## config.mk

```make
export PLATFORM = sky130hd
export DESIGN_NAME = ps2_kb_rx
export DESIGN_NICKNAME = d
export VERILOG_FILES = /design/src/rtl/ps2_kb_rx.sv
export SDC_FILE = /design/constraint.sdc
export NUM_CORES = 1
export LEC_CHECK = 0
export CORE_MARGIN = 4
export CORE_UTILIZATION = 35
export CTS_CLUSTER_SIZE = 28
export DETAILED_ROUTE_END_ITERATION = 8
export PLACE_DENSITY_LB_ADDON = 0.12
export SLEW_MARGIN = 10
export SYNTH_ARGS = -nofsm -noshare
export SYNTH_HDL_FRONTEND = slang
export SYNTH_SLANG_ARGS = --single-unit
```

## constraint.sdc

```tcl
create_clock -name CLOCK_50 -period 3.83 [get_ports CLOCK_50]
set_input_delay 0.383 -clock CLOCK_50 [delete_from_list [all_inputs] [get_ports CLOCK_50]]
set_output_delay 0.383 -clock CLOCK_50 [all_outputs]
set_load 0.005 [all_outputs]
```

## src/rtl/ps2_kb_rx.sv

```systemverilog
// PS/2 keyboard receiver: synchronised line sampling, 11-bit frame decode, FWFT scancode FIFO.
// A byte appears one cycle after its stop bit is sampled; a push into a full FIFO is dropped and flags overflow.
module ps2_kb_rx #(
  parameter int FIFO_DEPTH     = 4,
  parameter int TIMEOUT_CYCLES = 10000
) (
  input  logic       CLOCK_50,
  input  logic       RESET,
  input  logic       PS2_KBCLK,
  input  logic       PS2_KBDAT,
  input  logic       rd_en,
  input  logic       err_clr,
  output logic [7:0] scancode,
  output logic       valid,
  output logic [4:0] count,
  output logic       parity_err,
  output logic       frame_err,
  output logic       overflow
);
  localparam int PW = $clog2(FIFO_DEPTH);
  localparam int TW = $clog2(TIMEOUT_CYCLES + 1);
  localparam logic [TW-1:0] TMO_LAST = TW'(TIMEOUT_CYCLES - 1);

  typedef enum logic [1:0] {IDLE, DATA, PARITY, STOP} state_t;

  logic clk_s1_q, clk_s_q, clk_d_q, dat_s1_q, dat_s_q;
  logic fall;

  state_t          state_q, state_d;
  logic [2:0]      bit_idx_q, bit_idx_d;
  logic [7:0]      sr_q, sr_d;
  logic            par_q, par_d;
  logic [TW-1:0]   tmo_q, tmo_d;

  logic [7:0]      mem_q [FIFO_DEPTH];
  logic [7:0]      mem_d [FIFO_DEPTH];
  logic [PW-1:0]   wr_ptr_q, wr_ptr_d, rd_ptr_q, rd_ptr_d;
  logic [4:0]      count_q, count_d;
  logic            valid_q, valid_d;
  logic [7:0]      scancode_q, scancode_d;
  logic            perr_q, perr_d, ferr_q, ferr_d, ovf_q, ovf_d;

  logic push_req, perr_ev, ferr_ev, ovf_ev, push_ok, pop, full;

  assign fall = clk_d_q & ~clk_s_q;

  always_comb begin
    state_d   = state_q;
    bit_idx_d = bit_idx_q;
    sr_d      = sr_q;
    par_d     = par_q;
    tmo_d     = '0;
    push_req  = 1'b0;
    perr_ev   = 1'b0;
    ferr_ev   = 1'b0;
    case (state_q)
      IDLE: if (fall && !dat_s_q) begin
        state_d   = DATA;
        bit_idx_d = 3'd0;
      end
      DATA: if (fall) begin
        sr_d      = {dat_s_q, sr_q[7:1]};
        bit_idx_d = bit_idx_q + 3'd1;
        if (bit_idx_q == 3'd7) state_d = PARITY;
      end
      PARITY: if (fall) begin
        par_d   = dat_s_q;
        state_d = STOP;
      end
      STOP: if (fall) begin
        state_d = IDLE;
        if (!dat_s_q)           ferr_ev  = 1'b1;
        else if (^{sr_q, par_q}) push_req = 1'b1;
        else                    perr_ev  = 1'b1;
      end
      default: state_d = IDLE;
    endcase
    // Stalled mid-frame: abandon it once the line has been quiet too long.
    if (state_q != IDLE && !fall) begin
      if (tmo_q == TMO_LAST) begin
        state_d = IDLE;
        ferr_ev = 1'b1;
      end else begin
        tmo_d = tmo_q + TW'(1);
      end
    end
  end

  always_comb begin
    pop     = rd_en & valid_q;
    full    = (count_q == 5'(FIFO_DEPTH));
    push_ok = push_req & (~full | pop);
    ovf_ev  = push_req & full & ~pop;

    mem_d    = mem_q;
    wr_ptr_d = wr_ptr_q;
    rd_ptr_d = rd_ptr_q;
    count_d  = count_q;
    if (push_ok) begin
      mem_d[wr_ptr_q] = sr_q;
      wr_ptr_d        = wr_ptr_q + PW'(1);
    end
    if (pop) rd_ptr_d = rd_ptr_q + PW'(1);
    case ({push_ok, pop})
      2'b10:   count_d = count_q + 5'd1;
      2'b01:   count_d = count_q - 5'd1;
      default: count_d = count_q;
    endcase
    valid_d    = (count_d != 5'd0);
    scancode_d = mem_d[rd_ptr_d];

    perr_d = (perr_q & ~err_clr) | perr_ev;
    ferr_d = (ferr_q & ~err_clr) | ferr_ev;
    ovf_d  = (ovf_q  & ~err_clr) | ovf_ev;
  end

  always_ff @(posedge CLOCK_50 or posedge RESET) begin
    if (RESET) begin
      clk_s1_q   <= 1'b1;
      clk_s_q    <= 1'b1;
      clk_d_q    <= 1'b1;
      dat_s1_q   <= 1'b1;
      dat_s_q    <= 1'b1;
      state_q    <= IDLE;
      bit_idx_q  <= 3'd0;
      sr_q       <= 8'h00;
      par_q      <= 1'b0;
      tmo_q      <= '0;
      for (int i = 0; i < FIFO_DEPTH; i++) mem_q[i] <= 8'h00;
      wr_ptr_q   <= '0;
      rd_ptr_q   <= '0;
      count_q    <= 5'd0;
      valid_q    <= 1'b0;
      scancode_q <= 8'h00;
      perr_q     <= 1'b0;
      ferr_q     <= 1'b0;
      ovf_q      <= 1'b0;
    end else begin
      clk_s1_q   <= PS2_KBCLK;
      clk_s_q    <= clk_s1_q;
      clk_d_q    <= clk_s_q;
      dat_s1_q   <= PS2_KBDAT;
      dat_s_q    <= dat_s1_q;
      state_q    <= state_d;
      bit_idx_q  <= bit_idx_d;
      sr_q       <= sr_d;
      par_q      <= par_d;
      tmo_q      <= tmo_d;
      mem_q      <= mem_d;
      wr_ptr_q   <= wr_ptr_d;
      rd_ptr_q   <= rd_ptr_d;
      count_q    <= count_d;
      valid_q    <= valid_d;
      scancode_q <= scancode_d;
      perr_q     <= perr_d;
      ferr_q     <= ferr_d;
      ovf_q      <= ovf_d;
    end
  end

  assign scancode   = scancode_q;
  assign valid      = valid_q;
  assign count      = count_q;
  assign parity_err = perr_q;
  assign frame_err  = ferr_q;
  assign overflow   = ovf_q;
endmodule

```

==> impl_metrics.env, run 1 <==
export IMPL_worst_slew_pin_slew_ns=0.891
export IMPL_worst_skew_pair_late_latency_ns=0.33
export IMPL_ys_ff_latch=86
export IMPL_max_clock_freq_mhz=278
export IMPL_cp_start_kind="flop"
export IMPL_worst_ir_drop_vdd_mv=0.359
export IMPL_slew_margin_rel=0.402
export IMPL_ys_types=43
export IMPL_nets=393
export IMPL_clock_network_fraction_of_design_power=0.267
export IMPL_syn_avg_cell_area_um2=12.0
export IMPL_detailed_place_hpwl_um=5190
export IMPL_syn_inst=334
export IMPL_buffer_ports_inserted=22
export IMPL_cp_slowest_cell="xnor3_2"
export IMPL_cts_max_level=3
export IMPL_min_path_type="reg2reg"
export IMPL_pwr_density_cell_nw_per_um2=701
export IMPL_rsz_0062_raised_after_global_routing="false"
export IMPL_post_route_drc_count=0
export IMPL_grt_pass1_vias=2679
export IMPL_design_die_area_um2=13200
export IMPL_io_pins=23
export IMPL_number_of_drc_violations_after_detailed_routing_iteration_0=93
export IMPL_detail_route_antenna_nets=0
export IMPL_core_region_area_um2=11000
export IMPL_maximum_number_of_pins_on_one_net_before_global_route_repair=51
export IMPL_length_of_the_first_detailed_routing_pass_in_iterations=6
export IMPL_cts_sink_count=86
export IMPL_synth_sequential_area_ratio=0.540
export IMPL_route_detailed_wl_per_inst_um=15.4
export IMPL_internal_power_mw=2.26
export IMPL_grt_first_pass_wirelength_um=13700
export IMPL_timing_rr_start="sr_q[3]$_DFFE_PP0P_"
export IMPL_p_leak_nw=2.25
export IMPL_clock_root_buffer="clkbuf_16"
export IMPL_power_switching_share=0.332
export IMPL_floorplan_initialDensity=0.364
export IMPL_detail_route_wirelength_um=8030
export IMPL_synth_common_cells="dfrtp_1, mux2_2, nor2_1"
export IMPL_outcome="finished, final reports clean"
export IMPL_number_of_enable_flip_flop_cells_after_synthesis=0
export IMPL_tritoncts="built"
export IMPL_yosys_most_used_dff="dfrtp_1"
export IMPL_fin_crit_ns=3.60
export IMPL_sequential_cell_fraction_of_total_power=0.334
export IMPL_cp_data_required_time_ns=4.04
export IMPL_cts_inserted_buffers=9
export IMPL_critPathMaxFanout=4
export IMPL_fp_dieH_um=115
export IMPL_placement_cell_area_um2=4480
export IMPL_post_route_cells_drive_above_1_share=0.254
export IMPL_globalRoute_totalOverflow=0
export IMPL_combinational_cell_fraction_of_total_power=0.400
export IMPL_rows=38
export IMPL_initial_antenna_violation_count=0
export IMPL_worst_setup_path_end_kind="flop"
export IMPL_max_stage_delay_ns=0.48
export IMPL_period_share=0.940
export IMPL_syn_nets=350
export IMPL_clk_slew_on_worst_s_h_paths_ns=0.06
export IMPL_final_cell_area_um2=4830
export IMPL_holdPathStages=0
export IMPL_critical_setup_path_class="reg2reg"
export IMPL_global_route_usage_total=0.133
export IMPL_ff2ff_path_depth=14
export IMPL_worst_path_arrival_time_ns=3.81
export IMPL_synth_yosys_warnings=0
export IMPL_finClkSkew_ns=0.00808
export IMPL_cts_hold_buffers_added=0
export IMPL_fin_tns_setup_ns=0
export IMPL_worst_setup_startpoint="sr_q[3]$_DFFE_PP0P_"
export IMPL_cts_max_path_buffers=2
export IMPL_routed_via_count=2648
export IMPL_switching_power_mw=1.12
export IMPL_final_slew_violations=0
export IMPL_antenna_cells=0
export IMPL_syn_to_final_growth_pct=20.9
export IMPL_gp_congestion=0.756
export IMPL_stdcell_count=522
export IMPL_finalHoldViolations=0
export IMPL_dieWidth_um=115
export IMPL_worstPathCellList="xnor2_1, xnor3_2, xnor2_2, nor3_4, inv_1, ha_2, xor2_1, ha_2, or3b_2, a21oi_1, a211oi_1, a211oi_1, xor2_1, or3_1"
export IMPL_synth_area_top_cells="dfrtp_1, mux2_2, nor2_1, xor2_1, dfstp_2"
export IMPL_post_synth_top_count_cell="dfrtp_1"
export IMPL_maxCapViolCount=0
export IMPL_async_reset_ff_frac=1.00
export IMPL_numPlacedInstances=503
export IMPL_cell_area_after_synthesis_um2=4000
export IMPL_vias_per_cell=5.07
export IMPL_final_setup_viol_count=0
export IMPL_hold_path_startpoint="clk_s1_q$_DFF_PP1_"
export IMPL_yosysTopAreaCellShare=0.507
export IMPL_netlist_top_cell_by_area="dfrtp_1"
==> worst max-delay path, delay by kind of cell (launching register included) <==
family,cells,cell delay [ns]
flops,1,0.39
simple gates,3,1.04
xor+xnor,5,1.12
buf+inv,1,0.10
compound gates,3,0.45
fa+ha+maj,2,0.39
==> registers in the layout (all words and copies together) (netlist names), 2 cells and up <==
signal and flops:
mem_q 32, state_q 2, sr_q 8, count 5, tmo_q 14, wr_ptr_q 2
rd_ptr_q 2, bit_idx_q 3, scancode 8
==> cell usage in the layout (no fill, tap or decap), types with 9 or more instances in the layout <==
cell type,n
buf_4,26
clkbuf_16,9
clkdlybuf4s50_1,22
dfrtp_1,81
inv_1,14
mux2_2,42
nand2_1,12
nor2_1,40
o21ai_0,10
xnor2_1,12
xor2_1,16
==> routing by layer <==
metal	global-route usage	wire length (um)	share of wire	vias to the layer above
li1	-	-	-	1277
met1	0.189	4070	0.51	1329
met2	0.200	3640	0.45	35
met3	0.0279	230	0.029	7
met4	0.0493	84	0.010	0
met5	0	0	0	-
==> what timing repair did <==
| item | in CTS | in global routing |
|---|---|---|
| gates resized for setup | 0 | 4 |
| setup endpoints to repair | 0 | 1 |
| buffers inserted | 0 | 3 |
==> power by group through the flow <==
stage | Combinational (mW) | Clock (mW) | Sequential (mW)
final | 1.35 | 0.903 | 1.13
after global routing | 1.48 | 0.970 | 1.15
after detailed placement | 1.27 | 0 | 1.15
after floorplan | 0.778 | 0 | 1.13
after CTS | 1.27 | 0.929 | 1.13
after global placement | 1.27 | 0 | 1.15
==> logic make-up after synthesis <==
family | share of synthesized area
adder cells (fa/ha/maj) | 0.0313
AND/OR/NAND/NOR | 0.107
buffers and inverters | 0.0363
flip-flops | 0.540
multiplexers | 0.124
XOR/XNOR | 0.0695
AO/OA/AOI/OAI | 0.0918
==> metrics by stage <==
| step | hold slack, ns | setup slack [ns] | power [mW] | utilization |
|---|---|---|---|---|
| 2_1_floorplan | 0.345 | 0.128 | 1.91 | - |
| 3_3_place_gp | 0.347 | 0.0730 | 2.42 | 0.407 |
| 3_5_place_dp | 0.347 | 0.00488 | 2.42 | 0.407 |
| 4_1_cts | 0.356 | 0.00861 | 3.34 | 0.436 |
| 5_1_grt | 0.358 | 0.0153 | 3.60 | 0.440 |
| 6_report | 0.354 | 0.231 | 3.39 | 0.440 |
==> path summary, 6_finish.rpt <==
kind / endpoint / slack [ns]
min in group asynchronous: count[3]$_DFF_PP0_ / 0.48
worst min register to register: clk_s_q$_DFF_PP1_ / 0.35
worst max register to register: valid$_DFF_PP0_ / 0.23
worst min-delay path: clk_s_q$_DFF_PP1_ / 0.35
max in group asynchronous: mem_q[26]$_DFF_PP0_ / 2.85
worst max-delay path: valid$_DFF_PP0_ / 0.23
==> final cells by class <==
cell class,count,area [um^2]
clock inverters,4,55.1
well taps,140,175
inverters,15,57.6
clock buffers,12,256
repair buffers,48,415
flip-flops and latches,86,2160
multi-input cells,217,1710
fillers,1003,6150
(Power assumes the default switching activity.)
==> run 2: changes to the inputs <==
CORE_UTILIZATION = 53   (was 35)
==> impl_metrics.env, run 2 (synthesis results as in run 1) <==
export IMPL_layout_common_cells="dfrtp_1, mux2_2, nor2_1, clkdlybuf4s50_1, xor2_1"
export IMPL_worst_setup_path_end_kind="flop"
export IMPL_worst_path_arrival_time_ns=3.89
export IMPL_detailed_place_hpwl_um=4930
export IMPL_initial_antenna_violation_count=0
export IMPL_clock_root_buffer="clkbuf_8"
export IMPL_critPathMaxFanout=5
export IMPL_detail_route_antenna_nets=0
export IMPL_min_path_type="reg2reg"
export IMPL_final_setup_viol_count=0
export IMPL_global_route_usage_total=0.188
export IMPL_globalRoute_totalOverflow=0
export IMPL_period_share=0.955
export IMPL_maximum_number_of_pins_on_one_net_before_global_route_repair=41
export IMPL_routed_via_count=2573
export IMPL_floorplan_initialDensity=0.548
export IMPL_slew_margin_rel=0.500
export IMPL_syn_to_final_growth_pct=15.5
export IMPL_final_slew_violations=0
export IMPL_maxCapViolCount=0
export IMPL_design_die_area_um2=8990
export IMPL_cp_start_kind="flop"
export IMPL_final_cell_area_um2=4610
export IMPL_nets=380
export IMPL_pwr_density_cell_nw_per_um2=671
export IMPL_buffer_ports_inserted=22
export IMPL_outcome="finished, final reports clean"
export IMPL_clk_slew_on_worst_s_h_paths_ns=0.08
export IMPL_holdPathStages=0
export IMPL_largest_reg_flops=32
export IMPL_detail_route_wirelength_um=7430
export IMPL_worst_slew_pin_slew_ns=0.745
export IMPL_ff2ff_path_depth=14
export IMPL_finClkSkew_ns=0.0142
export IMPL_worst_skew_pair_late_latency_ns=0.36
export IMPL_post_route_cells_drive_above_1_share=0.255
export IMPL_number_of_drc_violations_after_detailed_routing_iteration_0=121
export IMPL_dieWidth_um=94.8
export IMPL_cts_max_level=3
export IMPL_io_pins=23
export IMPL_antenna_cells=0
export IMPL_critical_setup_path_class="reg2reg"
export IMPL_fp_dieH_um=94.8
export IMPL_finalHoldViolations=0
export IMPL_cp_data_required_time_ns=4.06
export IMPL_p_leak_nw=2.14
export IMPL_grt_first_pass_wirelength_um=12800
export IMPL_gp_congestion=0.767
export IMPL_tritoncts="built"
export IMPL_worst_ir_drop_vdd_mv=0.403
export IMPL_rows=31
export IMPL_core_region_area_um2=7290
export IMPL_route_detailed_wl_per_inst_um=15.9
export IMPL_cts_inserted_buffers=9
export IMPL_fin_crit_ns=3.66
export IMPL_grt_pass1_vias=2583
export IMPL_mostFrequentLayoutCell="dfrtp_1"
export IMPL_cts_hold_buffers_added=0
export IMPL_hold_worst_slack_ns=0.357
export IMPL_cts_max_path_buffers=2
export IMPL_biggestRegsByFlops="mem_q (32), tmo_q (14)"
export IMPL_register_ranked_first_by_flip_flop_count="mem_q"
export IMPL_vias_per_cell=5.50
export IMPL_cts_sink_count=86
export IMPL_length_of_the_first_detailed_routing_pass_in_iterations=6
export IMPL_max_clock_freq_mhz=273
export IMPL_post_route_drc_count=0
export IMPL_placement_cell_area_um2=4330
run 2: cell types whose count changed in the layout (fill, tap and decap cells not counted), moves of 3 or more:
cell / before / now
buf_4: 26 / 13
clkbuf_16: 9 / 0
clkbuf_8: 2 / 11
dfrtp_1: 81 / 76
dfrtp_2: 0 / 5
xnor2_1: 12 / 9
run 2: worst paths after layout:
| check | endpoint | slack (ns) | start |
|---|---|---|---|
| hold / removal | clk_s_q$_DFF_PP1_ | 0.36 | clk_s1_q$_DFF_PP1_ |
| setup / recovery | valid$_DFF_PP0_ | 0.17 | sr_q[2]$_DFFE_PP0P_ |
| hold reg to reg | clk_s_q$_DFF_PP1_ | 0.36 | clk_s1_q$_DFF_PP1_ |
| setup reg to reg | valid$_DFF_PP0_ | 0.17 | sr_q[2]$_DFFE_PP0P_ |
| min in group asynchronous | parity_err$_DFF_PP0_ | 0.43 | RESET |
| max in group asynchronous | sr_q[5]$_DFFE_PP0P_ | 2.55 | RESET |
run 2: repair_timing:
action,CTS,global route
hold endpoints to repair,0,0
setup endpoints to repair,0,1
resized for setup,0,13
buffers inserted,0,2
run 2: layout make-up:
type / count / area [um^2]
Fill cell: 618 / 2680
Sequential cell: 86 / 2160
Multi-Input combinational cell: 217 / 1740
Timing Repair Buffer: 35 / 318
Clock buffer: 11 / 151
Tap cell: 99 / 124
Inverter: 15 / 57.6
Clock inverter: 5 / 56.3
run 2: per-stage QoR:
step	power, mW	utilization	setup WS [ns]	std cells	TNS [ns]
after floorplan	1.91	-	0.128	334	0
after global placement	2.29	0.594	0.142	450	0
after detailed placement	2.31	0.594	-0.00172	450	-0.00172
after CTS	2.98	0.623	0.0500	466	0
after global routing	3.30	0.633	-0.0239	468	-0.0239
final	3.10	0.633	0.171	468	0
run 2: power breakdown:
| group | internal (mW) | leakage, nW | switching [mW] | total (mW) |
|---|---|---|---|---|
| sequential | 1.04 | 1.14 | 0.140 | 1.18 |
| clock | 0.337 | 0.106 | 0.326 | 0.663 |
| combinational | 0.636 | 0.902 | 0.614 | 1.25 |
| total | 2.02 | 2.14 | 1.08 | 3.10 |
run 2: critical path, cell delays in order, from the launching register on:
cell and delay, ns:
dfrtp_2 0.45, xnor2_2 0.17, xnor3_2 0.50, xnor2_4 0.19, nor3_2 0.21, inv_1 0.08, ha_2 0.20, xor2_1 0.14
ha_2 0.20, or3b_2 0.46, a21oi_2 0.15, a211oi_1 0.06, a211oi_1 0.25, xor2_1 0.12, or3_1 0.36
run 2: routing by layer:
metal	vias to the layer above	GRT usage	wire, um
met5	-	0	0
met3	12	0.0311	167
met1	1286	0.252	3510
met2	31	0.301	3600
li1	1244	-	-
met4	0	0.0865	156
